**config.mk**
```make
export PLATFORM = sky130hd
export DESIGN_NAME = bus_arbiter
export DESIGN_NICKNAME = d
export VERILOG_FILES = /design/src/rtl/bus_arbiter.sv
export SDC_FILE = /design/constraint.sdc
export NUM_CORES = 1
export LEC_CHECK = 0
export BUFFER_PORTS_ARGS = -buffer_cell sky130_fd_sc_hd__clkbuf_2
export CORE_MARGIN = 2
export CORE_UTILIZATION = 45
export CTS_CLUSTER_DIAMETER = 30
export DETAILED_ROUTE_END_ITERATION = 8
export SYNTH_ARGS = -nofsm -noshare
export SYNTH_HDL_FRONTEND = slang
export SYNTH_SLANG_ARGS = --single-unit
```
**constraint.sdc**
```tcl
create_clock -name clk -period 5.1 [get_ports clk]
set_input_delay 0.765 -clock clk [delete_from_list [all_inputs] [get_ports clk]]
set_output_delay 0.765 -clock clk [all_outputs]
set_load 0.05 [all_outputs]
```
**src/rtl/bus_arbiter.sv**
```systemverilog
// -----------------------------------------------------------------------------
// bus_arbiter
//   Shared-bus arbiter for NPROC accumulator processors feeding a circular
//   operand FIFO. One requester at a time is granted. It either FETCHes the
//   FIFO head or SENDs a result back into the FIFO. A reduction is complete
//   (done) when the FIFO holds exactly one word, no fetched operands are
//   outstanding, and the bus is idle.
//
//   Optional feature macro: ARB_ROUND_ROBIN_EN
//     defined   -> round-robin arbitration starting after the last grantee
//     undefined -> fixed priority, lowest index wins (default build)
//
// Parameters
//   NPROC  number of processors sharing the bus
//   DEPTH  operand FIFO depth in 32-bit words (power of two)
//
// Ports
//   clk        system clock, rising edge
//   reset      asynchronous active-high reset
//   req        per-processor bus request
//   gnt        one-hot (or zero) bus grant
//   op         bus opcode: 00 NOP, 01 FETCH, 10 SEND, 11/X/Z NOP
//   signal     one-cycle transfer-complete strobe
//   read       operand returned by a FETCH (held outside XFER)
//   write      result supplied with a SEND
//   load_en    preload strobe (accepted only when idle with no requests)
//   load_data  preload operand
//   count      FIFO occupancy
//   done       registered reduction-complete flag
//   stall      granted FETCH waiting on an empty FIFO
//   ovf        sticky flag: push attempted while FIFO full
// -----------------------------------------------------------------------------
module bus_arbiter #(
  parameter int NPROC = 4,
  parameter int DEPTH = 16
) (
  input  logic                     clk,
  input  logic                     reset,
  input  logic [NPROC-1:0]         req,
  output logic [NPROC-1:0]         gnt,
  input  logic [1:0]               op,
  output logic                     signal,
  output logic [31:0]              read,
  input  logic [31:0]              write,
  input  logic                     load_en,
  input  logic [31:0]              load_data,
  output logic [$clog2(DEPTH):0]   count,
  output logic                     done,
  output logic                     stall,
  output logic                     ovf
);

  localparam int AW = $clog2(DEPTH);
  localparam int IW = (NPROC > 1) ? $clog2(NPROC) : 1;
  // Outstanding operand counter: a few bits of headroom above the FIFO size.
  localparam int OW = AW + 3;

  typedef enum logic [1:0] {IDLE, GRANT, XFER, GAP} state_t;

  state_t           state, state_nx;
  logic [IW-1:0]    gidx;        // index of the current grantee
  logic [IW-1:0]    win;         // arbitration winner this cycle
  logic             any_req;
  logic [31:0]      mem [DEPTH];
  logic [AW-1:0]    rdp, wrp;
  logic [OW-1:0]    outst;
  logic             full, empty;
  logic             do_grant, do_drop, do_fetch, do_send, do_load;
  logic             push, push_ok;
  logic [31:0]      push_data;

  assign any_req   = |req;
  assign full      = (count == (AW+1)'(DEPTH));
  assign empty     = (count == '0);
  assign push      = do_send | do_load;
  assign push_ok   = push & ~full;
  assign push_data = do_send ? write : load_data;

  // ---------------------------------------------------------------------------
  // Winner selection
  // ---------------------------------------------------------------------------
`ifdef ARB_ROUND_ROBIN_EN
  logic [IW-1:0] last_grant;
  logic [IW-1:0] rr_idx;

  // Scan from farthest to nearest so the requester closest after last_grant
  // is the final assignment and therefore wins.
  always_comb begin
    win    = '0;
    rr_idx = '0;
    for (int k = NPROC; k >= 1; k--) begin
      rr_idx = IW'((int'(last_grant) + k) % NPROC);
      if (req[rr_idx]) win = rr_idx;
    end
  end

  // Reset to NPROC-1 so the very first search begins at processor 0.
  always_ff @(posedge clk or posedge reset) begin
    if (reset)              last_grant <= IW'(NPROC - 1);
    else if (state == XFER) last_grant <= gidx;
  end
`else
  // Fixed priority: lowest index is assigned last and wins.
  always_comb begin
    win = '0;
    for (int k = NPROC - 1; k >= 0; k--)
      if (req[k]) win = IW'(k);
  end
`endif

  // ---------------------------------------------------------------------------
  // FSM state register
  // ---------------------------------------------------------------------------
  always_ff @(posedge clk or posedge reset) begin
    if (reset) state <= IDLE;
    else       state <= state_nx;
  end

  // ---------------------------------------------------------------------------
  // FSM next state and control strobes
  //   op is compared with ==, so X/Z opcodes fall through as NOP.
  // ---------------------------------------------------------------------------
  always_comb begin
    state_nx = state;
    do_grant = 1'b0;
    do_drop  = 1'b0;
    do_fetch = 1'b0;
    do_send  = 1'b0;
    do_load  = 1'b0;
    stall    = 1'b0;
    case (state)
      IDLE: begin
        if (any_req) begin
          do_grant = 1'b1;
          state_nx = GRANT;
        end else if (load_en) begin
          do_load = 1'b1;
        end
      end
      GRANT: begin
        // Grantee withdrawing its request aborts with no FIFO change.
        if (!req[gidx]) begin
          do_drop  = 1'b1;
          state_nx = IDLE;
        end else if (op == 2'b01) begin
          if (!empty) begin
            do_fetch = 1'b1;
            state_nx = XFER;
          end else begin
            stall = 1'b1;
          end
        end else if (op == 2'b10) begin
          // A SEND into a full FIFO still completes; only the push is lost.
          do_send  = 1'b1;
          state_nx = XFER;
        end
      end
      XFER:    state_nx = GAP;
      GAP:     state_nx = IDLE;
      default: state_nx = IDLE;
    endcase
  end

  // ---------------------------------------------------------------------------
  // Datapath and status registers
  // ---------------------------------------------------------------------------
  always_ff @(posedge clk or posedge reset) begin
    if (reset) begin
      gnt    <= '0;
      gidx   <= '0;
      signal <= 1'b0;
      read   <= '0;
      count  <= '0;
      rdp    <= '0;
      wrp    <= '0;
      outst  <= '0;
      done   <= 1'b0;
      ovf    <= 1'b0;
    end else begin
      done <= (count == (AW+1)'(1)) && (outst == '0) && (state == IDLE) && !any_req;

      if (do_grant) begin
        gnt  <= NPROC'(1) << win;
        gidx <= win;
      end else if (do_drop || state == XFER) begin
        gnt <= '0;
      end

      signal <= do_fetch | do_send;

      if (do_fetch) begin
        read <= mem[rdp];
        rdp  <= rdp + AW'(1);
      end

      if (push_ok)   wrp <= wrp + AW'(1);
      if (push && full) ovf <= 1'b1;

      case ({push_ok, do_fetch})
        2'b10:   count <= count + (AW+1)'(1);
        2'b01:   count <= count - (AW+1)'(1);
        default: ;
      endcase

      // Each completed reduction step is two fetches followed by one send.
      if (do_fetch)     outst <= outst + OW'(1);
      else if (do_send) outst <= outst - OW'(2);
    end
  end

  // FIFO storage: no reset, contents are invalid whenever count says so.
  always_ff @(posedge clk) begin
    if (push_ok) mem[wrp] <= push_data;
  end

endmodule

```
# Word level (Yosys, flattened, before mapping)
# Memories as Yosys holds them, arrays and structs flattened. A register that Yosys moved wholly into a read port is not among the register bits.
# Index checks and enable logic that the tools add are counted.
[word_totals] register_bits=31 mem_bits_rw=512 in_bits=73 output_inout_bits=45 wordCells=88 memories=1
[classes] n_addsub=6 n_lt_le_gt_ge=1 n_eq_ne=12 shift=1 muxes=39 bitwise=4 reduce_logical=14
[memory_table] memory="mem" depth=16 width=32 read_ports=1 rd_clocked_by_memory_dff=1 wr=1 line="64" text="logic [31:0] mem [DEPTH];"
[op_table] operator="$mux 32" n=1
[op_table] operator="$mux 1" n=22
[op_table] operator="$mux 2" n=9
[op_table] operator="$mux 7" n=2
[op_table] operator="$pmux 5 s2" n=1
[op_table] operator="$add 4x1->4 const B" n=2
[op_table] operator="$eq 2x2->1 const B" n=4
[op_table] operator="$mux 4" n=2
[op_table] operator="$ne 4x4->1 const B" n=2
[op_table] operator="$pmux 2 s4" n=1
[op_table] operator="$add 7x1->7 const B" n=1
[op_table] operator="$logic_not 7->1" n=1
[op_table] operator="$sub 7x2->7 const B" n=1
[op_table] operator="$eq 2x1->1 const B" n=3
[op_table] operator="$reduce_bool 2->1" n=3
[op_table] operator="$add 5x1->5 const B" n=1
[op_table] operator="$eq 5x1->1 const B" n=1
[op_table] operator="$eq 5x5->1 const B" n=1
[op_table] operator="$logic_not 5->1" n=1
[op_table] operator="$sub 5x1->5 const B" n=1
[op_table] operator="$logic_and 1x1->1" n=4
[op_table] operator="$reduce_or 4->1" n=1
[op_table] operator="$shl 1x2->4 const A" n=1
[op_table] operator="$lt 2x3->1 const B" n=1
[op_table] operator="9 further kinds" n=10

# Logic depth before layout (Yosys ltp)
[depth] depth_word=9 ltp_mapped=10 depth_no_buf=9

# Least setup slack after synthesis
# Ideal clock, no wire load.
[synth_timing] path_kind="input to register" from="input req[0]" to="memory mem[3][0], enable pin" setup_time_ns=0.501 arrival_time_ns=4.632 required_ns=4.599 path_slack_ns=-0.033 path_stages=5 path_buffers=1 path_cell_list="nor4_2 nand3_1 a21o_1 buf_6 nor4_1"
[synth_via] elab_chain_cells=8 word_cells_on_any_way=11 classes_between="mux (8); bitwise (2); reduce/logical (1)"
[synth_rtl] item="from (decl)" line="39" text="input logic [NPROC-1:0] req,"
[synth_rtl] item="$bmux 1 s2" line="142" text="if (!req[gidx]) begin"
[synth_rtl] item="$mux 1 (not written as such)" line="142"
[synth_rtl] item="$mux 1" line="142"
[synth_rtl] item="$mux 1" line="131" text="case (state)"
[synth_rtl] item="$or 1x1->1 (*)" line="75" text="assign push = do_send | do_load;"
[synth_rtl] item="$and 1x1->1 (*)" line="76" text="assign push_ok = push & ~full;"
[synth_rtl] item="$mux 1 (*)" line="213" text="if (push_ok) mem[wrp] <= push_data;"
[synth_rtl] item="$mux 1 (not written as such) (*)" line="213"
[synth_rtl] item="to (decl)" line="64"
# Every way passes the cells marked *; elsewhere a longest branch is shown, timed or not. The select of a mux whose other input is x is not followed.

# Worst setup path in the final report
[layout_timing] from="register count[0]" to="register count[3]"
[layout_via] elab_chain_cells=7 word_cells_on_any_way=14 classes_between="add/sub (2); eq/ne (3); mux (5); bitwise (2); reduce/logical (2)"
[layout_rtl] item="from (decl)" line="47" text="output logic [$clog2(DEPTH):0] count,"
[layout_rtl] item="from (signal assigned)" line="200" text="2'b10: count <= count + (AW+1)'(1);"
[layout_rtl] item="from (signal assigned)" line="201" text="2'b01: count <= count - (AW+1)'(1);"
[layout_rtl] item="$logic_not 5->1" line="74" text="assign empty = (count == '0);"
[layout_rtl] item="$mux 1" line="146" text="if (!empty) begin"
[layout_rtl] item="$mux 1" line="145" text="end else if (op == 2'b01) begin"
[layout_rtl] item="$mux 1" line="142"
[layout_rtl] item="$mux 1" line="131"
[layout_rtl] item="$eq 2x1->1 or $eq 2x2->1 (tied branches)" line="199" text="case ({push_ok, do_fetch})"
[layout_rtl] item="$pmux 5 s2 or $reduce_bool 2->1 (tied branches)"
# Several ways; a longest one is shown, not always the timed one.
# A chain may end at the register's enable or synchronous reset.

==> results.yml <==
cells_and_area:
  final_common_cell: "edfxtp_1"
  synthToLayoutAreaGrowth_pct: 24.4
  n_antenna_cell: 0
  drive_gt1_share_pct: 36.8
  most-common-layout-cells: "edfxtp_1 (512), nand2_1 (150), mux4_2 (129)"
  nets: 1440
worst_setup_path:
  critical_path_required_ns: 5.65
  critPathLaunch: "count[0]$_DFFE_PP0P_"
  ff2ff_setup_slack_ns: 1.63
  r2r.worst_path.cells: 9
  crit_arrival_ns: 4.03
  r2r-end: "count[3]$_DFFE_PP0P_"
  endpoint_kind: "flop"
  reg2reg_from: "count[0]$_DFFE_PP0P_"
  crit_path_start_kind: "flop"
  crit_type: "flop to flop"
  worst-path-max-fanout: 40
clock_network:
  clock_path_buffers: 3
  clk_pin_slew_ns: 0.05
  root_buffer: "clkbuf_16"
  tritoncts: "yes"
  cts.sinks: 575
  clk_latency_ns: 0.64
  cts_setup_buffers: 0
  cts_hold_buf: 0
  cts_resized: 0
  cts_buffers: 118
  htree_levels: 3
routing:
  first_pass_iters: 7
  wl_mm: 50.0
  drc: 0
  num_vias: 11500
  routed_via_density: 5.42
  drt_iter0_drc: 711
  ant_nets: 0
  wl_per_cell_microns: 23.5
job:
  maxCapViolations: 0
pwr:
  power_density_mw_per_mm2: 587
  p_leak_nw: 9.85
  max-vdd-ir-drop_mv: 0.371
  fin_total_pwr_mw: 16.7
yosys:
  synthFlopType: "edfxtp_1"
  synthCells: 1146
  synthArstFlopShare_pct: 11.0
  synth_edf_count: 512
  synth_top_area_cell: "edfxtp_1"
  synth_top_area_share_pct: 67.1
  ys_ff_latch: 575
  synth_nets: 1233
  syn_area_per_cell_sq_um: 20.0
  ys_top_cells_by_area: "edfxtp_1 (67%), mux4_2 (13%), dfrtp_1 (6.9%)"
  syn_area_sq_mm: 0.0229
  synth_warnings: 0
  ys_types: 56
  ys_seq_area_share_pct: 74.0
floorplanning:
  ios: 118
  initial_core_util_pct: 45.6
  rows: 82
  fp.dieW_microns: 230
  dieArea_sq_mm: 0.0527
  die_h_microns: 230
  core_sq_mm: 0.0502
sta:
  hold_viol_final: 0
  setup_tns_ns: 0
  setup_viol: 0
  worstMarginPinSlew_ns: 1.17
  finalMaxSlewViolations: 0
  grt_setup_unrepaired: "false"
  maxSlewHeadroom_pct: 21.9
  finalCritPeriodShare_pct: 68.1
  finalClockSkew_ns: 0.0187
  fmax_mhz: 288
  post-route-min-period_ns: 3.47
placement:
  hpwl_mm: 28.3
  numPortBuffers: 117
  gp_congestion: 0.755
min_path:
  hold_class: "primary input to asynchronous set/reset pin"
global_routing:
  grt_max_degree: 66
  grt_pass1_vias: 12500
  gr-total-overflow: 0
  grt_antenna_before_repair: 0
  grt_pass1_wl_mm: 77.1
  grtUsageTotal_pct: 19.7
status:
  outcome: "finished clean"
==> flip-flops by register name (all words and copies together), names as in the netlist, 2 cells and up, named ones only <==
register and cells:
count 5, gidx 2, gnt 4, mem 512, outst 7, rdp 4, read 32, wrp 4
==> metrics by stage <==
step / instance area (sq um) / std cells / hold WS [ns] / utilization, % / setup slack [ns]
4_1_cts: 28500 / 2128 / 0.112 / 56.8 / 1.58
3_5_place_dp: 24400 / 1905 / 0.444 / 48.6 / 1.24
2_1_floorplan: 22900 / 1146 / 0.433 / - / 0.832
3_3_place_gp: 24400 / 1905 / 0.455 / 48.6 / 1.34
6_report: 28500 / 2128 / 0.123 / 56.8 / 1.63
5_1_grt: 28500 / 2128 / 0.133 / 56.8 / 1.36
==> critical path: stages, from the launching register on <==
cell,delay [ns]
dfrtp_1,0.46
inv_1,0.10
ha_1,0.21
or4b_4,0.25
nand4_4,0.69
inv_4,0.39
ha_1,0.32
or4b_2,0.60
a21oi_1,0.20
xor2_1,0.16
==> cell usage after synthesis, types with 5 or more instances <==
| library cell | instances |
|---|---|
| o221ai_2 | 29 |
| edfxtp_1 | 512 |
| mux2i_1 | 65 |
| nor2_1 | 12 |
| xor2_1 | 8 |
| buf_4 | 6 |
| dfrtp_1 | 63 |
| inv_1 | 12 |
| ha_1 | 14 |
| mux4_2 | 129 |
| nand2_1 | 151 |
| a21oi_1 | 5 |
| nor3_2 | 5 |
| xnor2_1 | 7 |
| buf_2 | 24 |
| nand3_1 | 11 |
| clkbuf_1 | 21 |
==> area by class of cell <==
type                    instances  area, sq um
inverters                      13         52.6
multi-input cells             495         5670
clock buffers                 126         3010
fillers                      3769        21700
well taps                     672          841
flip-flops and latches        575        17000
clock inverters                97         1080
repair buffers                150          871
==> cell families after synthesis <==
logic type / count (synthesis) / synth area share [%]
adder cells (fa/ha/maj): 14 / 0.765
AO/OA/AOI/OAI: 58 / 2.80
AND/OR/NAND/NOR: 213 / 4.45
flip-flops: 575 / 74.0
multiplexers: 195 / 15.6
buffers and inverters: 76 / 1.80
XOR/XNOR: 15 / 0.574
==> how the worst max path moves through the flow <==
stage	depth (start not counted)	end
3_5_place_dp	8	count[3]$_DFFE_PP0P_
4_1_cts	9	count[3]$_DFFE_PP0P_
5_1_grt	9	count[3]$_DFFE_PP0P_
6_report	9	count[3]$_DFFE_PP0P_
3_3_place_gp	8	count[3]$_DFFE_PP0P_
2_1_floorplan	5	mem[11][0]$_DFFE_PP_
==> where the power goes <==
group | internal (mW) | total (mW) | switching [mW]
clock network | 5.26 | 7.73 | 2.47
registers | 5.58 | 6.00 | 0.421
logic | 1.21 | 2.98 | 1.78
==> per-layer routing <==
metal	wire, microns	part of all wire, %	global-route usage (%)
met5	0	0	0
met4	1150	2.3	6.53
met3	2240	4.5	3.90
met2	25100	50	32.8
met1	21500	43	26.1
No activity file was read; power rests on OpenSTA's default activity.
